==> src/rtl/keccak_stream_driver.sv <==
// Host-side stream master for the Keccak core: streams in_len words from the
// input RAM onto din, then collects out_len dout words into the output RAM.
module keccak_stream_driver #(
    parameter int WIN   = 64,
    parameter int WOUT  = 64,
    parameter int AW    = 8,
    parameter int LEN_W = 8
) (
    input  logic             clk,
    input  logic             rst,
    input  logic             start,
    input  logic [LEN_W-1:0] in_len,
    input  logic [LEN_W-1:0] out_len,
    output logic             busy,
    output logic             done,
    output logic             rd_en,
    output logic [AW-1:0]    rd_addr,
    input  logic [WIN-1:0]   rd_data,
    output logic             din_valid,
    input  logic             din_ready,
    output logic [WIN-1:0]   din,
    input  logic             dout_valid,
    output logic             dout_ready,
    input  logic [WOUT-1:0]  dout,
    output logic             wr_en,
    output logic [AW-1:0]    wr_addr,
    output logic [WOUT-1:0]  wr_data
);

    typedef enum logic [1:0] {IDLE, SEND, RECV, FIN} state_t;

    state_t               state_q, state_d;
    logic [LEN_W-1:0]     in_len_q, in_len_d, out_len_q, out_len_d;
    logic [LEN_W-1:0]     rd_idx_q, rd_idx_d, sent_q, sent_d, rx_q, rx_d;
    logic                 pend_q, pend_d;
    logic [1:0][WIN-1:0]  fifo_q, fifo_d;
    logic [1:0]           cnt_q, cnt_d;
    logic                 rd_ptr_q, rd_ptr_d, wr_ptr_q, wr_ptr_d;
    logic                 wr_en_q, wr_en_d, done_q, done_d;
    logic [AW-1:0]        wr_addr_q, wr_addr_d;
    logic [WOUT-1:0]      wr_data_q, wr_data_d;

    logic       in_send, fire, rx_fire, push, pop;
    logic [1:0] occ;
    logic [WIN-1:0] head;

    // A returning read bypasses the empty FIFO so the first word lands two cycles after start.
    always_comb begin
        in_send    = (state_q == SEND);
        occ        = cnt_q + {1'b0, pend_q};
        rd_en      = in_send && (occ < 2'd2) && (rd_idx_q < in_len_q);
        rd_addr    = rd_en ? AW'(rd_idx_q) : '0;
        head       = (cnt_q != 2'd0) ? fifo_q[rd_ptr_q] : rd_data;
        din_valid  = in_send && ((cnt_q != 2'd0) || pend_q);
        din        = din_valid ? head : '0;
        fire       = din_valid && din_ready;
        dout_ready = (state_q == RECV) && (rx_q < out_len_q);
        rx_fire    = dout_ready && dout_valid;
        push       = pend_q && !(fire && (cnt_q == 2'd0));
        pop        = fire && (cnt_q != 2'd0);
        busy       = (state_q != IDLE);
        done       = done_q;
        wr_en      = wr_en_q;
        wr_addr    = wr_addr_q;
        wr_data    = wr_data_q;
    end

    always_comb begin
        state_d   = state_q;
        in_len_d  = in_len_q;
        out_len_d = out_len_q;
        rd_idx_d  = rd_en ? rd_idx_q + LEN_W'(1) : rd_idx_q;
        sent_d    = fire ? sent_q + LEN_W'(1) : sent_q;
        rx_d      = rx_q;
        pend_d    = rd_en;
        fifo_d    = fifo_q;
        cnt_d     = cnt_q + 2'(push) - 2'(pop);
        rd_ptr_d  = pop ? ~rd_ptr_q : rd_ptr_q;
        wr_ptr_d  = push ? ~wr_ptr_q : wr_ptr_q;
        wr_en_d   = 1'b0;
        wr_addr_d = '0;
        wr_data_d = '0;
        done_d    = 1'b0;
        if (push) fifo_d[wr_ptr_q] = rd_data;

        case (state_q)
            IDLE: begin
                if (start) begin
                    in_len_d  = in_len;
                    out_len_d = out_len;
                    rd_idx_d  = '0;
                    sent_d    = '0;
                    rx_d      = '0;
                    cnt_d     = '0;
                    rd_ptr_d  = 1'b0;
                    wr_ptr_d  = 1'b0;
                    if (in_len != '0)       state_d = SEND;
                    else if (out_len != '0) state_d = RECV;
                    else                    state_d = FIN;
                end
            end
            SEND: begin
                if (fire && (sent_q == in_len_q - LEN_W'(1))) begin
                    state_d = (out_len_q != '0) ? RECV : FIN;
                end
            end
            RECV: begin
                if (rx_fire) begin
                    wr_en_d   = 1'b1;
                    wr_addr_d = AW'(rx_q);
                    wr_data_d = dout;
                    rx_d      = rx_q + LEN_W'(1);
                    if (rx_q == out_len_q - LEN_W'(1)) state_d = FIN;
                end
            end
            FIN: begin
                done_d  = 1'b1;
                state_d = IDLE;
            end
            default: state_d = IDLE;
        endcase
    end

    always_ff @(posedge clk or posedge rst) begin
        if (rst) begin
            state_q   <= IDLE;
            in_len_q  <= '0;
            out_len_q <= '0;
            rd_idx_q  <= '0;
            sent_q    <= '0;
            rx_q      <= '0;
            pend_q    <= 1'b0;
            fifo_q    <= '0;
            cnt_q     <= '0;
            rd_ptr_q  <= 1'b0;
            wr_ptr_q  <= 1'b0;
            wr_en_q   <= 1'b0;
            wr_addr_q <= '0;
            wr_data_q <= '0;
            done_q    <= 1'b0;
        end else begin
            state_q   <= state_d;
            in_len_q  <= in_len_d;
            out_len_q <= out_len_d;
            rd_idx_q  <= rd_idx_d;
            sent_q    <= sent_d;
            rx_q      <= rx_d;
            pend_q    <= pend_d;
            fifo_q    <= fifo_d;
            cnt_q     <= cnt_d;
            rd_ptr_q  <= rd_ptr_d;
            wr_ptr_q  <= wr_ptr_d;
            wr_en_q   <= wr_en_d;
            wr_addr_q <= wr_addr_d;
            wr_data_q <= wr_data_d;
            done_q    <= done_d;
        end
    end

    // The issue rule keeps buffered + outstanding <= 2, so a read never returns into a full FIFO.
    a_no_overflow: assert property (@(posedge clk) disable iff (rst) !(pend_q && (cnt_q == 2'd2)));

endmodule

==> config.mk <==
export PLATFORM = sky130hd
export DESIGN_NAME = keccak_stream_driver
export DESIGN_NICKNAME = d
export VERILOG_FILES = /design/src/rtl/keccak_stream_driver.sv
export SDC_FILE = /design/constraint.sdc
export NUM_CORES = 1
export LEC_CHECK = 0
export CORE_MARGIN = 2
export CORE_UTILIZATION = 40
export CTS_CLUSTER_DIAMETER = 50
export DETAILED_ROUTE_END_ITERATION = 6
export PLACE_DENSITY = 0.76
export SLEW_MARGIN = 20
export SYNTH_ARGS = -nofsm -noshare
export SYNTH_HDL_FRONTEND = slang
export SYNTH_SLANG_ARGS = --single-unit
==> constraint.sdc <==
create_clock -name clk -period 8 [get_ports clk]
set_input_delay 1.6 -clock clk [delete_from_list [all_inputs] [get_ports clk]]
set_output_delay 1.6 -clock clk [all_outputs]
set_load 0.1 [all_outputs]
==> flow_summary.yaml, run 1 <==
clock_network:
  numCtsBuffers: 29
  clockRootBuffer: "clkbuf_16"
  clock_path_buffers: 3
  cts_resized: 0
  clkLatencyLatePin_ns: 0.54
  cts.clk_slew.worst_paths_ns: 0.06
  ctsHoldBuffers: 0
  cts_tree: "built"
  postCtsSetupRepairBufs: 0
  cts.sinks: 249
  cts_max_level: 1
timing:
  grt_setup_unrepaired: "no"
  period_minus_slack_ns: 5.59
  setup_viol: 0
  timing.hold.ws_ns: 0.503
  drv_slew: 0
  period_share_pct: 69.9
  fin_setup_tns_ns: 0
  skew_ns: 0.0134
  fmax_mhz: 179
  slew_headroom_pct: 29.7
  tightest_slew_ns: 1.05
  hold_viol: 0
yosys:
  synth_top_area_cell: "dfrtp_1"
  ys.flop_type: "dfrtp_1"
  yosys.area.top_type_share_pct: 53.4
  syn_area_um2: 11700
  syn_area_per_cell_um2: 11.5
  yosys-top-cells-area: "dfrtp_1 (53%), mux2_2 (12%), mux2i_1 (5.7%)"
  synth_seq_cells: 249
  yosysMostFrequentCell: "dfrtp_1"
  syn_inst: 1011
  synth_edf_count: 0
  seq_area_frac_synth_pct: 53.4
  async_reset_ff_share_pct: 100
  syn_nets: 1190
  yosysWarnings: 0
  synth.distinct_cells: 50
  netlist_top_cells_count: "dfrtp_1 (249), mux2_2 (128), nor2_1 (93)"
finish:
  area.growth.synth_to_final_pct: 37.9
  instances_no_fill: 1695
  antenna_cells: 0
  drive_gt1_share_pct: 14.9
  final_nets: 1467
  fin_area_um2: 16100
  final_util_pct: 56.1
placement:
  dp.cells: 1641
  place_congestion: 0.810
  placed_cell_area_um2: 15000
  dpl.hpwl_um: 19500
  port_buffers: 298
worst_setup_path:
  worstPathArrival_ns: 3.99
  timing.rr.end: "fifo_q[54]"
  endpoint_kind: "primary output"
  worstPathRequired_ns: 6.40
  crit_fanout: 70
  crit_type: "register to primary output"
  reg2reg_depth: 9
  setup.worst_path.start_class: "register"
  r2r_start: "cnt_q[1]"
  endpoint: "din[51]"
  r2r_slack_ns: 4.75
  crit_start: "cnt_q[1]"
pwr:
  power.leakage_nw: 6.85
  powerDensity_nw_per_um2: 435
  ir_drop_uv: 228
worst_hold_path:
  holdCritPathClass: "register to register"
global_routing:
  grt_pass1_wl_um: 46100
  grt_pass1_vias: 8625
  grt_max_degree: 170
  antenna_found_initial: 1
  grt-ovfl-total: 0
  grt_usage_pct: 18.5
floorplan:
  die_area_um2: 30600
  io_pins: 299
  core_um2: 28700
  rows: 62
  fp.dieH_um: 175
  die_x_um: 175
  start_util_pct: 40.7
drt:
  wirelength_um: 28600
  first_pass_iters: 5
  antenna_left: 0
  via_per_inst: 5.07
  wl_per_cell_um: 16.9
  num_vias: 8601
  drt_iter0_drc: 491
  drc: 0
run:
  cap_violations: 0
outcome:
  status: "completed"
## registers in the layout, indices dropped and copies added (netlist names), 2 cells and up
| name | count |
|---|---|
| state_q | 2 |
| wr_addr | 8 |
| cnt_q | 2 |
| rd_idx_q | 8 |
| rx_q | 8 |
| wr_data | 64 |
| fifo_q | 128 |
| in_len_q | 8 |
| sent_q | 8 |
| out_len_q | 8 |
## report_power, final
part | leakage, nW | internal, mW | switching [mW] | total, mW
registers | 3.16 | 1.71 | 0.259 | 1.97
clock network | 0.526 | 0.948 | 0.514 | 1.46
logic | 3.16 | 1.14 | 2.43 | 3.57
## stage by stage
step           power [mW]  setup slack [ns]
5_1_grt              7.38              2.23
3_5_place_dp         5.58              2.64
4_1_cts              7.07              2.41
2_1_floorplan        4.76              2.50
3_3_place_gp         5.51              2.66
6_report             7.00              2.41
## final cells by class
class | instances | area [µm²]
Multi-Input combinational cell | 668 | 5120
Clock inverter | 11 | 241
Sequential cell | 249 | 6230
Clock buffer | 43 | 838
Tap cell | 384 | 480
Timing Repair Buffer | 307 | 3060
Fill cell | 2400 | 12600
Inverter | 33 | 128
## worst max-delay path, cell delays in order, from the launching register on
cell and delay [ns]:
dfrtp_1 0.39, or2_4 0.66, buf_4 0.65, nor2_1 0.09
a211oi_1 0.35, clkdlybuf4s50_1 1.21
## logic make-up after synthesis
family / share of synthesized area, %
flip-flops: 53.4
AND/OR/NAND/NOR: 11.9
multiplexers: 18.1
adder cells (fa/ha/maj): 3.22
buffers and inverters: 3.03
AO/OA/AOI/OAI: 7.72
XOR/XNOR: 2.70
## layout by cell type (no fill, tap or decap), types with 18 or more instances in the layout
| cell | count |
|---|---|
| nor2_1 | 92 |
| nand2_1 | 42 |
| xnor2_1 | 21 |
| clkbuf_16 | 29 |
| ha_1 | 28 |
| nand3_1 | 18 |
| a211oi_1 | 65 |
| and2_1 | 82 |
| mux2i_1 | 66 |
| mux2_2 | 128 |
| clkdlybuf4s50_1 | 298 |
| o21ai_0 | 28 |
| dfrtp_1 | 248 |
| inv_1 | 31 |
## per-layer routing
metal,vias to the layer above,wire (µm),global-route usage [%],share of wire (%)
met3,47,2700,6.68,9.4
met5,-,10,0,0.035
met2,296,13100,30.2,46
met1,4170,12100,23.5,42
li1,4086,-,-,-
met4,2,612,4.51,2.1
## worst min-delay path by stage
stage                    start         end  slack (ns)  depth (start not counted)
CTS                 fifo_q[40]  fifo_q[40]        0.51                          1
global route        fifo_q[19]  fifo_q[19]        0.52                          1
finish              fifo_q[40]  fifo_q[40]        0.50                          1
floorplan           fifo_q[60]  fifo_q[60]        0.48                          1
detailed placement  fifo_q[58]  fifo_q[58]        0.49                          1
global placement    fifo_q[11]  fifo_q[11]        0.49                          1
No activity file was read; power rests on OpenSTA's default activity.
==> run 2, diff against run 1 <==
Settings changed: PLACE_DENSITY 0.76 to 0.73.
Clock period 8 ns to 5.5 ns, I/O delays scaled along.
==> flow_summary.yaml, run 2 (synthesis gave the netlist of run 1 again) <==
timing:
  grt_setup_unrepaired: "no"
  hold_viol: 0
  setup_viol: 0
  skew_ns: 0.0253
  tightest_slew_ns: 1.09
  setup_slack_ns: 0.679
  slew_headroom_pct: 27.4
  period_minus_slack_ns: 4.82
  period_share_pct: 87.6
  fmax_mhz: 207
  fin_setup_tns_ns: 0
  drv_slew: 0
drt:
  drc: 0
  first_pass_iters: 5
  drt_iter0_drc: 346
  num_vias: 8615
  wl_per_cell_um: 17.4
  antenna_left: 0
  via_per_inst: 5.08
  wirelength_um: 29500
global_routing:
  antenna_found_initial: 0
  grt_usage_pct: 19.3
  grt-ovfl-total: 0
  grt_pass1_wl_um: 47900
  grt_max_degree: 114
  grt_pass1_vias: 8818
finish:
  antenna_cells: 0
  largest_reg_flops: 128
  layout_common_cells: "clkdlybuf4s50_1 (286), dfrtp_1 (248), mux2_2 (128), nor2_1 (92), and2_1 (82)"
  fin_area_um2: 16000
  max_flop_register: "fifo_q"
  drive_gt1_share_pct: 15.9
  final_nets: 1469
  area.growth.synth_to_final_pct: 36.9
  fill_cells: 2459
  final_common_cell: "clkdlybuf4s50_1"
placement:
  port_buffers: 298
  placed_cell_area_um2: 15000
  dpl.hpwl_um: 20200
  pre_cts_ws_ns: 1.14
  place_congestion: 0.852
worst_setup_path:
  endpoint_kind: "primary output"
  r2r_start: "cnt_q[1]"
  crit_fanout: 18
  critPathTopFamily: "buffers and inverters"
  timing.rr.end: "fifo_q[118]"
  cp.buffers_inverters: 2
  critical-path-slowest-cell: "clkdlybuf4s50_1"
  worst-path-stages: 8
  worstPathArrival_ns: 3.72
  crit_chain: "ha_1 -> a21o_1 -> a21oi_1 -> o21ai_0 -> a31o_2 -> clkinv_1 -> and2_1 -> clkdlybuf4s50_1"
  setup.worst_path.start_class: "register"
  crit_type: "register to primary output"
  reg2reg_depth: 10
  crit_start: "rd_idx_q[1]"
  r2r_slack_ns: 1.66
  worstPathRequired_ns: 4.40
  endpoint: "rd_addr[2]"
  crit_path_max_incr_delay_ns: 0.97
run:
  cap_violations: 0
pwr:
  power_mw: 9.94
  power.leakage_nw: 6.82
  ir_drop_uv: 351
  powerDensity_nw_per_um2: 622
  p_int_mw: 5.28
  switching_share_pct: 46.9
  p_sw_mw: 4.66
  seqPwrFrac_pct: 29.1
  comb_power_share_pct: 52.1
  p_clk_share_pct: 18.8
clock_network:
  clock_path_buffers: 3
  ctsHoldBuffers: 0
  cts_max_level: 1
  cts.clk_slew.worst_paths_ns: 0.06
  cts_tree: "built"
  cts.sinks: 249
  postCtsSetupRepairBufs: 0
  numCtsBuffers: 29
  clockRootBuffer: "clkbuf_16"
  clkLatencyLatePin_ns: 0.54
  cts_resized: 0
floorplan:
  core_um2: 28700
  die_x_um: 175
  rows: 62
  fp.dieH_um: 175
  start_util_pct: 40.7
  io_pins: 299
  die_area_um2: 30600
worst_hold_path:
  holdCritPathClass: "register to register"
outcome:
  status: "completed"
## run 2: cell count changes in the layout (fill, tap and decap cells not counted), sizes merged
cell | before | now
clkdlybuf4s50 | 298 | 286
inv | 32 | 31
clkinvlp | 1 | 4
bufinv | 7 | 2
buf | 9 | 23
clkinv | 4 | 8
clkbuf | 43 | 40
## run 2: worst min-delay path by stage
stage          startpoint         end  cells after the start
6_report       fifo_q[12]  fifo_q[12]                      1
5_1_grt         fifo_q[6]   fifo_q[6]                      1
3_5_place_dp   fifo_q[12]  fifo_q[12]                      1
3_3_place_gp   fifo_q[29]  fifo_q[29]                      1
4_1_cts        fifo_q[49]  fifo_q[49]                      1
2_1_floorplan  fifo_q[60]  fifo_q[60]                      1
## run 2: layout make-up
type,count,area [µm²],area share (%)
clock buffers,40,817,5.11
clock inverters,12,121,0.759
inverters,33,128,0.798
multi-input cells,668,5120,32.0
flip-flops and latches,249,6230,39.0
well taps,384,480,3.01
repair buffers,309,3090,19.3
## run 2: power groups by stage
| stage | sequential, mW | combinational (mW) | clock [mW] |
|---|---|---|---|
| 3_5_place_dp | 2.93 | 5.20 | 0 |
| 6_report | 2.90 | 5.18 | 1.86 |
| 3_3_place_gp | 2.89 | 5.14 | 0 |
| 5_1_grt | 2.99 | 5.50 | 2.00 |
| 4_1_cts | 2.90 | 5.22 | 1.91 |
| 2_1_floorplan | 3.26 | 3.66 | 0 |
## run 2: layer usage
layer | track usage (%) | share of wire [%] | vias to the layer above
li1 | - | - | 4084
met2 | 32.1 | 47 | 322
met3 | 6.29 | 9.3 | 33
met1 | 24.9 | 43 | 4176
met5 | 0 | 0 | -
met4 | 3.85 | 1.4 | 0
## run 2: through the flow
step,utilization (%),hold WS (ns),std cells
final,55.7,0.503,1695
after global routing,55.7,0.514,1695
after CTS,55.7,0.507,1695
after detailed placement,52.4,0.494,1643
after global placement,52.4,0.487,1643
after floorplan,-,0.480,1011
==> run 3, diff against run 2 <==
Settings changed: HOLD_SLACK_MARGIN set to 0.12.
==> results of run 3 <==
The final DEF is identical to that of run 2; final timing and power are the same.
==> patch 1 (settings of run 3) <==
Set the parameter `LEN_W` to 16 (it was 8).
--- a/src/rtl/keccak_stream_driver.sv
+++ b/src/rtl/keccak_stream_driver.sv
@@ -5,5 +5,5 @@
     parameter int WOUT  = 64,
     parameter int AW    = 8,
-    parameter int LEN_W = 8
+    parameter int LEN_W = 16
 ) (
     input  logic             clk,
Ports: changed (resized in_len and out_len); port bits go from 299 to 315. No check against the original RTL was run, so the function may have changed too.
==> patch 1 against run 3 <==
- setup slack worse by 70 ps
- critical endpoint is now rd_addr[5]
- design area is 22% higher
- total power is 18% higher
- cell count is 26% higher
- routed wire length is 30% higher
- area after synthesis is 24% higher
- worst hold slack worse by 0.51 ps
- sequential cell count is 40 higher
- combinational power is 12% higher
- critical path type unchanged
==> patch 1: results (changes against run 3) <==
hpwl dp=26,700 µm (was 20,200 µm); signal buffers share of area=0.169 (was 0.193); Crit. Startpoint=in_len_q[13] (was rd_idx_q[1]); data arrival time of the critical path=3790 ps (was 3720 ps); Min-Delay Startpoint=fifo_q[88] (was fifo_q[12]); largest net degree at the start of global routing=146 (was 114); outcome=finished, final reports clean (unchanged); first-pass GRT wire length=61,300 µm (was 47,900 µm); Port Buf Inserts=314 (was 298); CTS buffer count=39 (was 29); Cell Area, Placed=18,100 µm² (was 15,000 µm²); combinational share of power=0.495 (was 0.521); CTS sink cnt=289 (was 249); placer's final routability congestion estimate=0.824 (was 0.852); Synth Instances=1,359 (was 1,011); DP Cell Count=2,063 (was 1,643); CLK BUF=50 (was 40); Worst R2R Setup Slack=2100 ps (was 1660 ps); Clock Power Share=0.220 (was 0.188); GRT Util Overall=0.200 (was 0.193); start of the worst register-to-register path=out_len_q[1] (was cnt_q[1]); non-clock buffer count=332 (was 309); Filler cells=3,045 (was 2,459); nets@finish=1,855 (was 1,469); Clock Skews=18.9 ps (was 25.3 ps); CP max stage delay=1160 ps (was 970 ps); TAP cells=461 (was 384); Peak VDD IR=0.448 mV (was 0.351 mV); post-DR wirelength/cell=17.9 µm (was 17.4 µm)
[patch 1: cell types whose count changed after synthesis, sizes merged, moves of 29 or more]
| cell | run 3 | this run |
|---|---|---|
| and3 | 9 | 85 |
| and2 | 82 | 13 |
| dfrtp | 249 | 289 |
| o21ai | 29 | 62 |
| xnor2 | 21 | 52 |
| clkbuf | 53 | 82 |
[patch 1: through the flow]
step | utilization | worst slack [ps] | power, µW | hold WS, ps
after detailed placement | 0.506 | 1140 | 9200 | 494
after global placement | 0.506 | 1190 | 9050 | 488
final | 0.545 | 609 | 11800 | 503
after floorplan | - | 567 | 7770 | 480
after CTS | 0.544 | 551 | 11800 | 506
after global routing | 0.545 | 305 | 12400 | 512
[patch 1: cells by family after synthesis]
| logic type | share of synthesized area |
|---|---|
| buffers and inverters | 0.0358 |
| adders and majority gates | 0.0397 |
| AOI/OAI and AO/OA | 0.0898 |
| and+or+nand+nor | 0.145 |
| muxes | 0.147 |
| xor gates and xnor gates | 0.0440 |
| DFF | 0.498 |
==> patch 2 (flow settings as in run 3) <==
Without the edit above. `rx_q`, `wr_addr_q` and `wr_data_q` no longer have a reset.
--- a/src/rtl/keccak_stream_driver.sv
+++ b/src/rtl/keccak_stream_driver.sv
@@ -129,5 +129,4 @@
             rd_idx_q  <= '0;
             sent_q    <= '0;
-            rx_q      <= '0;
             pend_q    <= 1'b0;
             fifo_q    <= '0;
@@ -136,6 +135,4 @@
             wr_ptr_q  <= 1'b0;
             wr_en_q   <= 1'b0;
-            wr_addr_q <= '0;
-            wr_data_q <= '0;
             done_q    <= 1'b0;
         end else begin
@@ -145,5 +142,4 @@
             rd_idx_q  <= rd_idx_d;
             sent_q    <= sent_d;
-            rx_q      <= rx_d;
             pend_q    <= pend_d;
             fifo_q    <= fifo_d;
@@ -152,8 +148,12 @@
             wr_ptr_q  <= wr_ptr_d;
             wr_en_q   <= wr_en_d;
-            wr_addr_q <= wr_addr_d;
-            wr_data_q <= wr_data_d;
             done_q    <= done_d;
         end
+    end
+
+    always_ff @(posedge clk) begin
+        rx_q      <= rx_d;
+        wr_addr_q <= wr_addr_d;
+        wr_data_q <= wr_data_d;
     end
 
Function: differs if rst is asserted again (counterexample within 4 cycles, from zero or initial values and one cycle with rst high); with rst held inactive, the same outputs for 4 cycles.
==> patch 2 against run 3 <==
- design area is 2.3% lower
- sequential cell count unchanged
- total power up 4.0%
- setup slack improved by 80 ps
- combinational power increased by 5.0%
- routed wire length down 6.1%
- via count fell by 3.8%
- area after synthesis shrank 3.4%
- global-route usage decreased by 1.1 points
- highest routed layer is now met5
- clock power is 4% higher
==> patch 2: results (changes against run 3) <==
outcome=finished, final reports clean (unchanged); worst-path fanout max=14 (was 18); top cells by area, synth=dfrtp_1, dfxtp_1, mux2_2 (was dfrtp_1, mux2_2, mux2i_1); dpl ws=1220 ps (was 1140 ps); post-synthesis async set-or-reset flop share=0.679 (was 1.00); comb pwr=5440 µW (was 5180 µW); commonest cells in the synthesized netlist=dfrtp_1, mux2_2, nor2_1 (unchanged); placer's final routability congestion estimate=0.805 (was 0.852); Crit. Startpoint=rd_idx_q[4] (was rd_idx_q[1]); hold_ws=503 ps (about the same); FF-to-FF path depth=9 (was 10); Reg-to-Reg End=fifo_q[40] (was fifo_q[118]); vias in the first global route=8,298 (was 8,818); share of cells above drive strength 1=0.167 (was 0.159); Vias per Instance=4.95 (was 5.08); Cell Area, Placed=14,600 µm² (was 15,000 µm²); TritonRoute pass-1 iters=4 (was 5); Leakage=0.00633 µW (was 0.00682 µW); hpwl dp=19,400 µm (was 20,200 µm); CTS buffer count=30 (was 29); largest net degree at the start of global routing=170 (was 114); post-synthesis sequential area ratio=0.524 (was 0.534); Post-synth EDFFs=8 (was 0); Yosys cell types=45 (was 50); Min-Delay Startpoint=fifo_q[98] (was fifo_q[12]); data arrival time of the critical path=3640 ps (was 3720 ps); Clock Skews=10.2 ps (was 25.3 ps); DP Cell Count=1,620 (was 1,643); switching part of the total power=0.474 (was 0.469)
-- patch 2: cell count changes after synthesis, moves of 3 or more --
cell      change
dfrtp_1      -80
nand2_1       -7
o21ai_0       -7
edfxtp_1      +8
a211o_1       -3
a21oi_1       -5
nand3_1       -6
nor2_1        +6
xor2_1        -5
a211oi_1      +3
xnor2_1       +7
dfxtp_1      +72
and2_1        +3
-- patch 2: layout make-up --
class	count	area, µm²
Multi-Input combinational cell	650	5050
Clock inverter	15	128
Fill cell	2420	12200
Clock buffer	40	861
Tap cell	378	473
Inverter	31	120
Sequential cell	249	5910
Timing Repair Buffer	312	3080
-- patch 2: worst max-delay path by stage --
stage,end,slack [ps],cells past startpoint
5_1_grt,rd_addr[0],530,9
3_3_place_gp,din[56],1260,4
6_report,rd_addr[0],760,8
2_1_floorplan,din[14],810,4
4_1_cts,din[0],680,5
3_5_place_dp,din[10],1220,4
-- patch 2: logic make-up after synthesis --
| family | share of synthesized area |
|---|---|
| adder cells (fa/ha/maj) | 0.0344 |
| flip-flops | 0.524 |
| AND/OR/NAND/NOR | 0.120 |
| multiplexers | 0.187 |
| XOR/XNOR | 0.0320 |
| buffers and inverters | 0.0303 |
| AO/OA/AOI/OAI | 0.0719 |
-- patch 2: worst reg2reg max path: stages (launching register included) --
cell and delay (ps):
dfrtp_1 400, or2_4 410, o21ai_4 770, inv_2 100, nand2_1 180, o21ai_0 140, inv_1 130, ha_2 660
buf_4 470, mux2_2 390
-- patch 2: routing by layer --
metal | wire [µm] | share of wire | global-route usage
met5 | 12 | 0.00043 | 0
met4 | 581 | 0.021 | 0.0460
met3 | 2120 | 0.076 | 0.0499
met2 | 13000 | 0.47 | 0.302
met1 | 12000 | 0.43 | 0.238
